[src/rtl/ym2149_bus_responder.sv]
// PSG-side bus responder: synchronizes and glitch-filters the BDIR/BC1 bus,
// latches the register address and serves writes/reads of the 16x8 register file.
module ym2149_bus_responder #(
  parameter int         SYNC_STAGES   = 2,
  parameter int         STABLE_CYCLES = 2,
  parameter logic [3:0] ADDR_HI       = 4'h0
) (
  input  logic           cpu_clock,
  input  logic           reset,
  input  logic           bdir,
  input  logic           bc1,
  input  logic           sel,
  input  logic [7:0]     da_in,
  output logic [7:0]     da_out,
  output logic           da_oe,
  output logic [3:0]     reg_addr,
  output logic           addr_valid,
  output logic           reg_wr,
  output logic [7:0]     reg_wr_data,
  output logic           env_restart,
  output logic [127:0]   regs
);

  // State encoding equals the bus code it represents, so the state is the filtered code.
  typedef enum logic [1:0] {
    ST_IDLE  = 2'b00,
    ST_READ  = 2'b01,
    ST_WRITE = 2'b10,
    ST_ADDR  = 2'b11
  } state_t;

  localparam int            CW       = $clog2(STABLE_CYCLES + 1);
  localparam logic [CW-1:0] STABLE_C = CW'(STABLE_CYCLES);

  // Per-register implemented-bit masks of the PSG.
  function automatic logic [7:0] reg_mask(input logic [3:0] n);
    case (n)
      4'd1, 4'd3, 4'd5, 4'd13: reg_mask = 8'h0F;
      4'd6, 4'd8, 4'd9, 4'd10: reg_mask = 8'h1F;
      default:                 reg_mask = 8'hFF;
    endcase
  endfunction

  // {sel, bdir, bc1, da_in} travel together so code and data stay aligned.
  logic [10:0]   sync_q [SYNC_STAGES];
  logic          s_sel;
  logic [1:0]    s_code;
  logic [7:0]    s_data;
  logic [1:0]    code_s;

  logic [1:0]    cand_q, cand_d;
  logic [CW-1:0] cnt_q, cnt_d;
  state_t        state_q, state_d;

  logic [7:0]    data_q, data_d;
  logic [3:0]    reg_addr_q, reg_addr_d;
  logic          addr_valid_q, addr_valid_d;
  logic          reg_wr_q, reg_wr_d;
  logic [7:0]    reg_wr_data_q, reg_wr_data_d;
  logic          env_restart_q, env_restart_d;
  logic          da_oe_q, da_oe_d;
  logic [7:0]    da_out_q, da_out_d;

  logic [7:0]    regs_q [16];
  logic          wr_en;
  logic [7:0]    wr_val;

  assign s_sel  = sync_q[SYNC_STAGES-1][10];
  assign s_code = sync_q[SYNC_STAGES-1][9:8];
  assign s_data = sync_q[SYNC_STAGES-1][7:0];
  // A deselected chip sees every code as INACTIVE.
  assign code_s = s_sel ? s_code : 2'b00;

  // Synchronizer chain for the asynchronous bus inputs.
  always_ff @(posedge cpu_clock or negedge reset) begin
    if (!reset) begin
      for (int i = 0; i < SYNC_STAGES; i++) sync_q[i] <= '0;
    end else begin
      // NOTE: non-blocking assignments let every stage sample its predecessor's old value.
      sync_q[0] <= {sel, bdir, bc1, da_in};
      for (int i = 1; i < SYNC_STAGES; i++) sync_q[i] <= sync_q[i-1];
    end
  end

  // Glitch filter and next state: a code is accepted after STABLE_CYCLES equal samples.
  always_comb begin
    // NOTE: defaults first so every path assigns every output and no latch is inferred.
    cand_d  = code_s;
    cnt_d   = CW'(1);
    state_d = state_q;
    if (code_s == cand_q) cnt_d = (cnt_q == STABLE_C) ? cnt_q : cnt_q + 1'b1;
    if (cnt_d == STABLE_C) state_d = state_t'(code_s);
  end

  // Data capture, commit-on-exit actions and read-back path.
  always_comb begin
    data_d        = data_q;
    reg_addr_d    = reg_addr_q;
    addr_valid_d  = addr_valid_q;
    reg_wr_d      = 1'b0;
    reg_wr_data_d = reg_wr_data_q;
    env_restart_d = 1'b0;
    wr_en         = 1'b0;
    wr_val        = data_q & reg_mask(reg_addr_q);

    // Capture only samples that still carry this state's own code, so the data
    // that arrives alongside the next code cannot leak into the commit.
    if ((state_d == ST_ADDR || state_d == ST_WRITE) && state_t'(code_s) == state_d)
      data_d = s_data;

    if (state_d != state_q) begin
      case (state_q)
        ST_ADDR: begin
          reg_addr_d   = data_q[3:0];
          addr_valid_d = (data_q[7:4] == ADDR_HI);
        end
        ST_WRITE: begin
          if (addr_valid_q) begin
            wr_en         = 1'b1;
            reg_wr_d      = 1'b1;
            reg_wr_data_d = wr_val;
            env_restart_d = (reg_addr_q == 4'd13);
          end
        end
        default: ;
      endcase
    end

    da_oe_d  = (state_q == ST_READ) && addr_valid_q;
    da_out_d = da_oe_d ? regs_q[reg_addr_q] : 8'h00;
  end

  // Filter, FSM and output registers.
  always_ff @(posedge cpu_clock or negedge reset) begin
    if (!reset) begin
      cand_q        <= 2'b00;
      cnt_q         <= STABLE_C;
      state_q       <= ST_IDLE;
      data_q        <= 8'h00;
      reg_addr_q    <= 4'h0;
      addr_valid_q  <= 1'b0;
      reg_wr_q      <= 1'b0;
      reg_wr_data_q <= 8'h00;
      env_restart_q <= 1'b0;
      da_oe_q       <= 1'b0;
      da_out_q      <= 8'h00;
    end else begin
      cand_q        <= cand_d;
      cnt_q         <= cnt_d;
      state_q       <= state_d;
      data_q        <= data_d;
      reg_addr_q    <= reg_addr_d;
      addr_valid_q  <= addr_valid_d;
      reg_wr_q      <= reg_wr_d;
      reg_wr_data_q <= reg_wr_data_d;
      env_restart_q <= env_restart_d;
      da_oe_q       <= da_oe_d;
      da_out_q      <= da_out_d;
    end
  end

  // Register file write port.
  always_ff @(posedge cpu_clock or negedge reset) begin
    if (!reset) begin
      // NOTE: this file is small and its power-on contents are visible to the PSG core,
      // so it is reset as flops rather than left as an unreset RAM.
      for (int i = 0; i < 16; i++) regs_q[i] <= 8'h00;
    end else if (wr_en) begin
      regs_q[reg_addr_q] <= wr_val;
    end
  end

  for (genvar g = 0; g < 16; g++) begin : g_regs
    assign regs[8*g +: 8] = regs_q[g];
  end

  assign da_out      = da_out_q;
  assign da_oe       = da_oe_q;
  assign reg_addr    = reg_addr_q;
  assign addr_valid  = addr_valid_q;
  assign reg_wr      = reg_wr_q;
  assign reg_wr_data = reg_wr_data_q;
  assign env_restart = env_restart_q;

endmodule
[config.mk]
export PLATFORM = sky130hd
export DESIGN_NAME = ym2149_bus_responder
export DESIGN_NICKNAME = d
export VERILOG_FILES = /design/src/rtl/ym2149_bus_responder.sv
export SDC_FILE = /design/constraint.sdc
export NUM_CORES = 1
export LEC_CHECK = 0
export CAP_MARGIN = 20
export CORE_ASPECT_RATIO = 1.5
export CORE_UTILIZATION = 55
export DETAILED_ROUTE_END_ITERATION = 7
export GPL_ROUTABILITY_DRIVEN = 0
export PLACE_DENSITY_LB_ADDON = 0.08
export SLEW_MARGIN = 30
export SYNTH_ARGS = -nofsm -noshare
export SYNTH_HDL_FRONTEND = slang
export SYNTH_SLANG_ARGS = --single-unit
[constraint.sdc]
create_clock -name cpu_clock -period 6.56 [get_ports cpu_clock]
set_input_delay 1.312 -clock cpu_clock [delete_from_list [all_inputs] [get_ports cpu_clock]]
set_output_delay 1.312 -clock cpu_clock [all_outputs]
set_load 0.01 [all_outputs]
After elaboration in Yosys (flattened, before gate mapping)
Memory sizes are Yosys's and may differ from the RTL's.
Cells that the tools add are included.
- add/sub/neg operators: 1
- $lt $le $gt $ge: 2
- equality and inequality tests: 11
- multiplexer cells: 17
- bitwise operators: 2
- reduce and logical (&&, ||, !) cells: 7
- operator list (kind ; number):
    $bwmux W128 ; 1
    $bmux W8 S4 ; 1
    $demux W8 S4 ; 1
    $mux W8 ; 4
    $eq A2 B2 Y1 const B ; 6
    $and A8 B8 Y8 ; 1
    $mux W2 ; 4
    $mux W1 ; 6
    $ge A5 B5 Y1 const B ; 1
    $lt A5 B1 Y1 const B ; 1
    $not A4 Y5 ; 1
    $eq A2 B2 Y1 ; 2
    $eq A4 B4 Y1 const B ; 1
    $logic_not A4 Y1 ; 1
    $logic_and A1 B1 Y1 ; 3
    $reduce_and A3 Y1 ; 1
    $add A2 B1 Y2 const B ; 1
    $eq A2 B1 Y1 const B ; 1
    $ne A2 B2 Y1 ; 1
    $reduce_and A2 Y1 ; 1
    $logic_or A1 B1 Y1 ; 1
- bits in registers: 188
- memory bits (read-only): 64
- input port bits: 13
- output and inout bits: 152
- word-level logic and storage cells: 70
- memories kept: 1
- memory list (memory ; depth ; bits a word ; rd ports ; clocked after Yosys merged registers in ; wr ports ; line ; source):
    (no name shown) ; 16 ; 4 ; 1 ; 0 ; 0 ; 37 ; case (n)

Depth between registers and ports, before layout
Gate-level depths: netlist (run 1).
- depth in word-level cells: 8
- mapped depth: 10
- gate-level depth less buffers: 6

Worst setup path before layout (run 1)
Ideal clock, no wire load.
- path kind: register to register
- start point: register reg_addr_q[0], in the netlist reg_addr[0]
- end point: register reg_wr_data_q[7], in the netlist reg_wr_data[7]
- setup time: 0.065 ns
- arrival: 2.657 ns
- required time: 6.495 ns
- slack: 3.838 ns
- stages on the path, launching flop included: 11
- buffers on the path: 4
- clock period less this slack: 2.722 ns
- cells stage by stage: dfrtp_1 > clkbuf_1 > buf_2 > inv_1 > ha_1 > mux2_2 > mux2i_1 > and2_1 > buf_1 > clkbuf_1 > mux2_2
- word-level cells in the longest chain between the ends: 2
- RTL lines (item ; line ; source):
    start, declared ; 56 ; logic [3:0] reg_addr_q, reg_addr_d;
    start signal, assigned ; 152 ; reg_addr_q <= reg_addr_d;
    $mem_v2 Z16 W4 ; n/a ;
    $and A8 B8 Y8 ; 104 ; wr_val = data_q & reg_mask(reg_addr_q);
    end signal, assigned ; 155 ; reg_wr_data_q <= reg_wr_data_d;
    end, declared ; 59 ; logic [7:0] reg_wr_data_q, reg_wr_data_d;
Every way passes these cells.
A chain may end at the register's enable or synchronous reset.

Final worst setup path (run 1)
- start point: register reg_addr_q[0], in the netlist reg_addr[0]
- end point: output port reg_addr[0]
- RTL lines (item ; line ; source):
    end, declared ; 16 ; output logic [3:0] reg_addr,
No word-level cell between the ends.

==> flow_summary_export.csv, run 1 <==
group,metric,value,unit
yosys,synthCells,558,
floorplan,io_pins,165,
routing,ant_nets,0,
power,vdd_drop_max,0.1861,mV
grt,grt_first_pass_wirelength,32.83,mm
yosys,syn_nets,577,
setup_path,timing.critical_path.buf_inv,2,
power,p_per_area,285.5,nW/µm²
final_layout,final_cell_mix,"186 x dfrtp_1, 163 x clkdlybuf4s50_1, 143 x mux2_2, 34 x nand3_1, 32 x mux4_2",
floorplan,core-area,15070,µm²
run,drv_cap,0,
yosys,synth-edff-count,0,
outcome,status,"finished clean",
routing,drtPass1Iterations,4,
routing,wl_per_cell,22.55,µm
setup_path,critical_path.max_fanout,23,
setup_path,cpPeakStageDelay,0.69,ns
setup_path,cp.required,5.25,ns
floorplan,start_util,56.10,%
clocking,cts-buffers-inserted,17,
timing,hold_violations,0,
timing,finClkSkew,0.01364,ns
grt,grt_usage,28.32,%
floorplan,die_h,153.8,µm
place,placed_cells,887,
clocking,post_cts_buffers,0,
clocking,hold_buffers,0,
clocking,cts_tree,"yes",
yosys,ys_warn_count,0,
grt,grt_max_degree,88,
timing,fin_tns_setup,0,ns
place,post_dp_cell_area,10250,µm²
yosys,yosysSeqAreaShare,55.66,%
yosys,syn_area_per_cell,15.15,µm²
power,leakagePower,4.719,nW
timing,worstMarginPinSlew,0.9459,ns
routing,vias_per_cell,5.954,
routing,num_vias,5454,
clocking,post_cts_resized,0,
timing,setup_viol,0,
timing,max_clock_freq,279.3,MHz
yosys,synthDistinctLibCells,43,
timing,finalMaxSlewViolations,0,
routing,drc,0,
timing,min_period,3.581,ns
clocking,clk_latency,0.42,ns
clocking,cts.clk_slew.worst_paths,0.07,ns
place,post-dp-hpwl,14.13,mm
setup_path,path_delay_family,"buffers and inverters",
final_layout,instances_no_fill,916,
timing,period_share,54.58,%
yosys,async_flop_share,100.0,%
yosys,syn-cell-area,8454,µm²
floorplan,dieArea,15880,µm²
grt,grt_overflow_total,0,
setup_path,cp_slowest_cell,"dfrtp_2",
timing,setup_slack,2.979,ns
place,post-place-ws,3.371,ns
routing,drt_iter0_drc,222,
grt,grt_pass1_vias,5725,
final_layout,drive_above_1_share,33.47,%
final_layout,final_area,10850,µm²
yosys,synth_flop_cell,"dfrtp_1",
place,numPortBuffers,164,
clocking,clockBufferDepth,2,
timing,rsz0062_at_grt,"no",
setup_path,end_kind,"primary output",
power,total_power,3.097,mW
clocking,htreeDepth,4,
timing,timing.hold.ws,0.3426,ns
clocking,clock-sinks,188,
final_layout,antenna_cells,0,
final_layout,fin_util,71.99,%
setup_path,crit_chain,"buf_4 -> clkdlybuf4s50_1",
setup_path,arrival,2.27,ns
clocking,cts-root-buf,"clkbuf_16",
final_layout,area_growth,28.33,%
timing,slew_headroom,36.83,%
yosys,ys_ff_latch,188,
setup_path,critical_path_class,"register to primary output",
min_path,min_path_type,"register to register",
grt,antenna_found_initial,0,
final_layout,nets,726,
final_layout,layout.cells.most_common,"dfrtp_1",
routing,wl,20.65,mm
floorplan,rows,55,
setup_path,cp-start-kind,"register",
floorplan,die_w,103.2,µm
-- cell type report --
| cell class | count | area (µm²) |
|---|---|---|
| clock buffer | 18 | 439.2 |
| inverter | 5 | 18.77 |
| fill | 1003 | 4222 |
| multi-input combinational | 323 | 3573 |
| tap | 199 | 249.0 |
| timing repair buffer | 172 | 1703 |
| sequential | 188 | 4707 |
| clock inverter | 11 | 158.9 |
-- worst register-to-register path: cells and delay by family, from the launching register on --
family / cells / cell delay (ns)
buffers and inverters: 1 / 0.04
adder cells (fa/ha/maj): 1 / 0.31
AO/OA/AOI/OAI: 1 / 0.90
flip-flops: 1 / 0.52
AND/OR/NAND/NOR: 2 / 0.89
multiplexers: 1 / 0.41
-- registers in the layout, summed over array words and instances, names as in the netlist, 4 cells and up --
register	cells
reg_wr_data	8
s_data	8
regs	128
reg_addr	4
data_q	8
sync_q	11
da_out	8
-- synthesized netlist by cell type (2+ instances only) --
| library cell | count | area share, % |
|---|---|---|
| dfrtp_1 | 187 | 55 |
| mux2_2 | 143 | 19 |
| nand3_1 | 34 | 2.0 |
| mux4_2 | 32 | 8.5 |
| clkbuf_1 | 24 | 1.1 |
| mux2i_1 | 19 | 2.2 |
| a211oi_2 | 14 | 2.1 |
| and3_1 | 9 | 0.67 |
| o22ai_1 | 9 | 0.67 |
| a22oi_1 | 8 | 0.71 |
| o211ai_1 | 8 | 0.71 |
| buf_2 | 7 | 0.41 |
| buf_1 | 6 | 0.27 |
| ha_1 | 6 | 0.89 |
| inv_1 | 5 | 0.22 |
| nand2_1 | 5 | 0.22 |
| a2111oi_4 | 4 | 1.3 |
| and2_1 | 4 | 0.30 |
| nor2b_1 | 4 | 0.30 |
| buf_4 | 2 | 0.18 |
| buf_6 | 2 | 0.27 |
| nand2b_1 | 2 | 0.15 |
| nor2_1 | 2 | 0.089 |
| o21ai_0 | 2 | 0.12 |
| xor2_1 | 2 | 0.21 |
-- kinds of logic after synthesis --
| group | after synthesis | share of synthesized area [%] |
|---|---|---|
| xor gates and xnor gates | 2 | 0.2072 |
| adders and majority gates | 6 | 0.8879 |
| muxes | 194 | 29.82 |
| and+or+nand+nor | 68 | 4.588 |
| DFF | 188 | 55.66 |
| buffers and inverters | 47 | 2.471 |
| AOI/OAI and AO/OA | 53 | 6.364 |
-- worst paths after layout --
check / startpoint / end / slack [ns] / cells after the start
worst max-delay path: reg_addr[0] / reg_addr[0] / 2.98 / 2
worst min-delay path: sync_q[20] / s_code[1] / 0.34 / 0
worst max register to register: cnt_q[1] / regs[107] / 3.36 / 6
worst min register to register: sync_q[20] / s_code[1] / 0.34 / 0
max in group asynchronous: reset / regs[115] / 4.39 / 2
min in group asynchronous: reset / regs[121] / 0.94 / 1
-- where the power goes --
part | internal (mW) | switching, mW
clock network | 0.611 | 0.437
registers | 1.21 | 0.132
logic | 0.277 | 0.427
-- layer usage --
metal	vias up	wire, µm	track usage, %	part of all wire [%]
li1	2378	-	-	-
met1	2842	8148	36.80	39
met2	212	11170	48.63	54
met3	22	1051	4.864	5.1
met4	0	278	7.713	1.3
met5	-	0	0	0
(Power assumes the default switching activity.)
==> run 2: changes to the inputs <==
- CORE_UTILIZATION: 55 -> 52
- clock period: 6.56 -> 3.7 ns (I/O delays scaled with it)
==> run 2 against run 1 <==
- wire length up 4.2%
- final area up 0.35%
- global-route usage down 1.1 points
- first-iteration DRC count up 38%
- combinational power up 83%
- critical path type unchanged
- highest routed layer unchanged
==> flow_summary_export.csv, run 2 (synthesized netlist as in run 1, its figures left out) <==
group,metric,value,unit
outcome,status,"finished clean",
setup_path,r2r_end,"regs[30]",
grt,grt_usage,27.22,%
clocking,clockBufferDepth,2,
floorplan,rows,56,
routing,vias_per_cell,6.037,
timing,finalMaxSlewViolations,0,
setup_path,timing.rr.start,"s_code[1]",
floorplan,dieArea,16780,µm²
grt,grt_pass1_vias,5879,
final_layout,largest_reg_flops,128,
timing,slew_headroom,33.04,%
timing,rsz0062_at_grt,"no",
timing,max_clock_freq,350.8,MHz
floorplan,start_util,53.63,%
final_layout,fin_util,69.06,%
setup_path,arrival,2.11,ns
final_layout,ff_latch_area,4707,µm²
clocking,post_cts_resized,0,
routing,num_vias,5614,
setup_path,crit_chain,"buf_4 -> clkdlybuf4s50_1",
timing,setup_viol,0,
grt,gr-usage-met2,48.39,%
final_layout,layout.cells.most_common,"dfrtp_1",
clocking,cts_tree,"yes",
setup_path,cp-start-kind,"register",
clocking,clk_latency,0.43,ns
final_layout,multi_input_area,3555,µm²
min_path,min_path_type,"input pin to asynchronous set/reset pin",
routing,drc,0,
floorplan,core-area,15770,µm²
power,vdd_drop_max,0.3044,mV
setup_path,cp_slowest_cell,"clkdlybuf4s50_1",
power,p_per_area,500.2,nW/µm²
run,drv_cap,0,
place,numPortBuffers,164,
setup_path,cp.required,2.96,ns
routing,wl_per_cell,23.14,µm
routing,wl,21.52,mm
floorplan,io_pins,165,
final_layout,area_growth,28.77,%
setup_path,critical_path_class,"register to primary output",
final_layout,drive_above_1_share,34.66,%
setup_path,reg2reg_slack,0.95,ns
clocking,cts-buffers-inserted,17,
clocking,cts-root-buf,"clkbuf_16",
setup_path,end_kind,"primary output",
power,leakagePower,4.764,nW
timing,hold_violations,0,
grt,grt_first_pass_wirelength,33.90,mm
clocking,hold_buffers,0,
grt,antenna_found_initial,0,
timing,period_share,77.04,%
setup_path,worst-path-stages,2,
grt,use_met1,33.88,%
timing,finClkSkew,0.01774,ns
routing,ant_nets,0,
place,post-dp-hpwl,14.94,mm
clocking,clock-sinks,188,
floorplan,die_w,106.1,µm
setup_path,critical_path.max_fanout,36,
setup_path,rr_worst_depth,4,
place,placed_cells,899,
final_layout,final_cell_mix,"186 x dfrtp_1, 163 x clkdlybuf4s50_1, 143 x mux2_2, 34 x nand3_1, 32 x mux4_2",
setup_path,setup.worst_path.end,"reg_addr[0]",
final_layout,instances_no_fill,930,
final_layout,nets,734,
timing,worstMarginPinSlew,1.003,ns
grt,grt_max_degree,68,
grt,grt_overflow_total,0,
setup_path,timing.critical_path.buf_inv,2,
routing,drt_iter0_drc,306,
setup_path,path_delay_family,"buffers and inverters",
grt,groute.layer.met3.usage,4.734,%
final_layout,antenna_cells,0,
setup_path,cpPeakStageDelay,0.66,ns
clocking,post_cts_buffers,0,
clocking,cts.clk_slew.worst_paths,0.07,ns
setup_path,critPathLaunch,"reg_addr[0]",
timing,fin_tns_setup,0,ns
timing,min_period,2.851,ns
clocking,htreeDepth,4,
grt,top_usage_layer,"met2",
final_layout,nFillCells,1134,
routing,drtPass1Iterations,5,
floorplan,die_h,158.2,µm
run 2: cell types whose count changed in the layout (fill, tap and decap cells not counted), sizes merged:
| cell | previous run | this run |
|---|---|---|
| clkinv | 1 | 4 |
| inv | 9 | 13 |
| clkbuf | 18 | 17 |
| buf | 9 | 17 |
| clkinvlp | 3 | 1 |
| bufinv | 3 | 1 |
run 2: worst min-delay path by stage:
stage / end / slack (ns)
after floorplan: s_code[0] / 0.33
after global placement: s_sel / 0.34
after global routing: regs[81] / 0.29
final: regs[65] / 0.27
after CTS: regs[65] / 0.29
after detailed placement: s_data[0] / 0.34
run 2: layout make-up:
cell class                 count  area share [%]
inverter                       5          0.1724
timing repair buffer         180           16.31
tap                          203           2.333
clock buffer                  17           3.908
clock inverter                14           1.391
sequential                   188           43.24
multi-input combinational    323           32.65
run 2: per-layer routing:
layer  wire [µm]  part of all wire, %  vias to the layer above
met5           0                    0                        -
met1        8639                   40                     2928
li1            -                    -                     2410
met3        1051                  4.9                       32
met4         359                  1.7                        0
met2       11470                   53                      244
run 2: per-stage QoR:
step	worst slack, ns	hold WS [ns]	power (mW)	instance area (µm²)
after global placement	0.8612	0.3360	3.649	10300
after CTS	0.7974	0.2866	5.472	10880
after floorplan	0.9777	0.3312	3.221	8454
final	0.8494	0.2659	5.445	10890
after detailed placement	0.8232	0.3371	3.680	10310
after global routing	0.6735	0.2927	5.681	10890
run 2: power by group:
group	switching, mW	internal (mW)
Clock	0.841	0.954
Sequential	0.208	2.15
Combinational	0.794	0.498
==> run 3: changes to the inputs <==
- clock period: 3.7 -> 2.9 ns (I/O delays scaled with it)
==> run 3 against run 2 <==
- register-to-register slack got worse by 0.68 ns
- sequential power is 27% higher
- global-route usage about the same
- cell count is 1.3% higher
- clock skew fell by 0.0033 ns
- non-clock buffer count rose by 12
- core utilization is 0.52 points higher
- critical path type is now register to register
==> flow_summary_export.csv, run 3 (synthesized netlist as in run 1, its figures left out) <==
group,metric,value,unit
final_layout,multi_input_area,3543,µm²
routing,vias_per_cell,5.979,
final_layout,drive_above_1_share,35.45,%
grt,antenna_found_initial,0,
floorplan,die_h,158.2,µm
clocking,cts-root-buf,"clkbuf_16",
place,post_dp_cell_area,10410,µm²
routing,drc,0,
final_layout,instances_no_fill,942,
run,drv_cap,0,
routing,wl,21.41,mm
floorplan,start_util,53.63,%
final_layout,nets,746,
floorplan,io_pins,165,
outcome,status,"finished clean",
place,numPortBuffers,164,
power,leakagePower,4.827,nW
timing,rsz0062_at_grt,"no",
timing,setup_slack,0.2749,ns
final_layout,ff_latch_area,4707,µm²
clocking,cts_tree,"yes",
final_layout,antenna_cells,0,
floorplan,dieArea,16780,µm²
power,vdd_drop_max,0.4036,mV
timing,slew_headroom,50.69,%
grt,grt_max_degree,75,
timing,min_period,2.625,ns
final_layout,final_cell_mix,"186 x dfrtp_1, 163 x clkdlybuf4s50_1, 143 x mux2_2, 34 x nand3_1, 32 x mux4_2",
clocking,post_cts_resized,0,
floorplan,die_w,106.1,µm
timing,finClkSkew,0.01447,ns
clocking,clockBufferDepth,2,
grt,grt_first_pass_wirelength,33.96,mm
setup_path,timing.rr.start,"cnt_q[1]",
setup_path,reg2reg_slack,0.27,ns
clocking,htreeDepth,4,
grt,grt_usage,27.23,%
final_layout,fin_util,69.57,%
final_layout,final_area,10970,µm²
grt,grt_overflow_total,0,
setup_path,rr_worst_depth,6,
floorplan,rows,56,
final_layout,layout.cells.most_common,"dfrtp_1",
timing,worstMarginPinSlew,0.7397,ns
timing,fin_tns_setup,0,ns
timing,finalMaxSlewViolations,0,
place,post-dp-hpwl,14.81,mm
setup_path,critPathLaunch,"cnt_q[1]",
grt,grt_pass1_vias,5926,
timing,period_share,90.52,%
timing,hold_violations,0,
timing,max_clock_freq,380.9,MHz
timing,setup_viol,0,
setup_path,r2r_end,"regs[125]",
setup_path,cp-start-kind,"register",
setup_path,critical_path.max_fanout,8,
clocking,hold_buffers,0,
routing,drt_iter0_drc,292,
power,p_per_area,627.9,nW/µm²
clocking,post_cts_buffers,0,
clocking,cts-buffers-inserted,17,
timing,timing.hold.ws,0.1595,ns
final_layout,area_growth,29.73,%
place,placed_cells,911,
setup_path,arrival,2.93,ns
routing,wl_per_cell,22.73,µm
clocking,clk_latency,0.43,ns
power,total_power,6.886,mW
routing,drtPass1Iterations,5,
routing,ant_nets,0,
routing,num_vias,5632,
clocking,clock-sinks,188,
clocking,cts.clk_slew.worst_paths,0.07,ns
place,post-place-ws,0.2734,ns
final_layout,nFillCells,1124,
min_path,min_path_type,"input pin to asynchronous set/reset pin",
floorplan,core-area,15770,µm²
setup_path,end_kind,"register",
setup_path,critical_path_class,"register to register",
setup_path,cp.required,3.20,ns
final_layout,largest_reg_flops,128,
-- run 3: changes by cell type in the layout (fill, tap and decap cells not counted), sizes merged --
cell | previous run | this run
bufinv | 1 | 0
clkinv | 4 | 5
buf | 17 | 29
-- run 3: area by class of cell --
| class | count | area share, % |
|---|---|---|
| Clock buffer | 17 | 3.879 |
| Sequential cell | 188 | 42.92 |
| Clock inverter | 14 | 1.175 |
| Tap cell | 203 | 2.316 |
| Timing Repair Buffer | 192 | 17.24 |
| Inverter | 5 | 0.1711 |
| Multi-Input combinational cell | 323 | 32.31 |
-- run 3: critical path, cell delays in order, from the launching register on --
cell and delay, ns:
dfstp_2 0.52, inv_1 0.04, ha_1 0.32, nor2b_1 0.22, nand3b_2 0.26, a2111oi_4 0.73
mux2_2 0.41
-- run 3: metal layers --
layer,share of wire [%],global-route usage (%),up-vias,wire [µm]
met3,5.0,4.446,26,1065
li1,-,-,2437,-
met4,1.4,8.003,0,307
met1,39,33.97,2969,8440
met2,54,48.58,200,11600
met5,0,0,-,0
-- run 3: how the worst max path moves through the flow --
stage	to	slack, ns	cells past startpoint
after global placement	regs[124]	0.40	6
after CTS	regs[121]	0.25	6
after global routing	regs[122]	0.14	6
after detailed placement	regs[121]	0.27	6
after floorplan	reg_wr_data[7]	0.18	10
final	regs[125]	0.27	6
-- run 3: where the power goes --
| group | internal [mW] | switching (mW) | total [mW] |
|---|---|---|---|
| logic | 0.665 | 1.02 | 1.69 |
| clock network | 1.13 | 1.07 | 2.21 |
| registers | 2.75 | 0.250 | 2.99 |
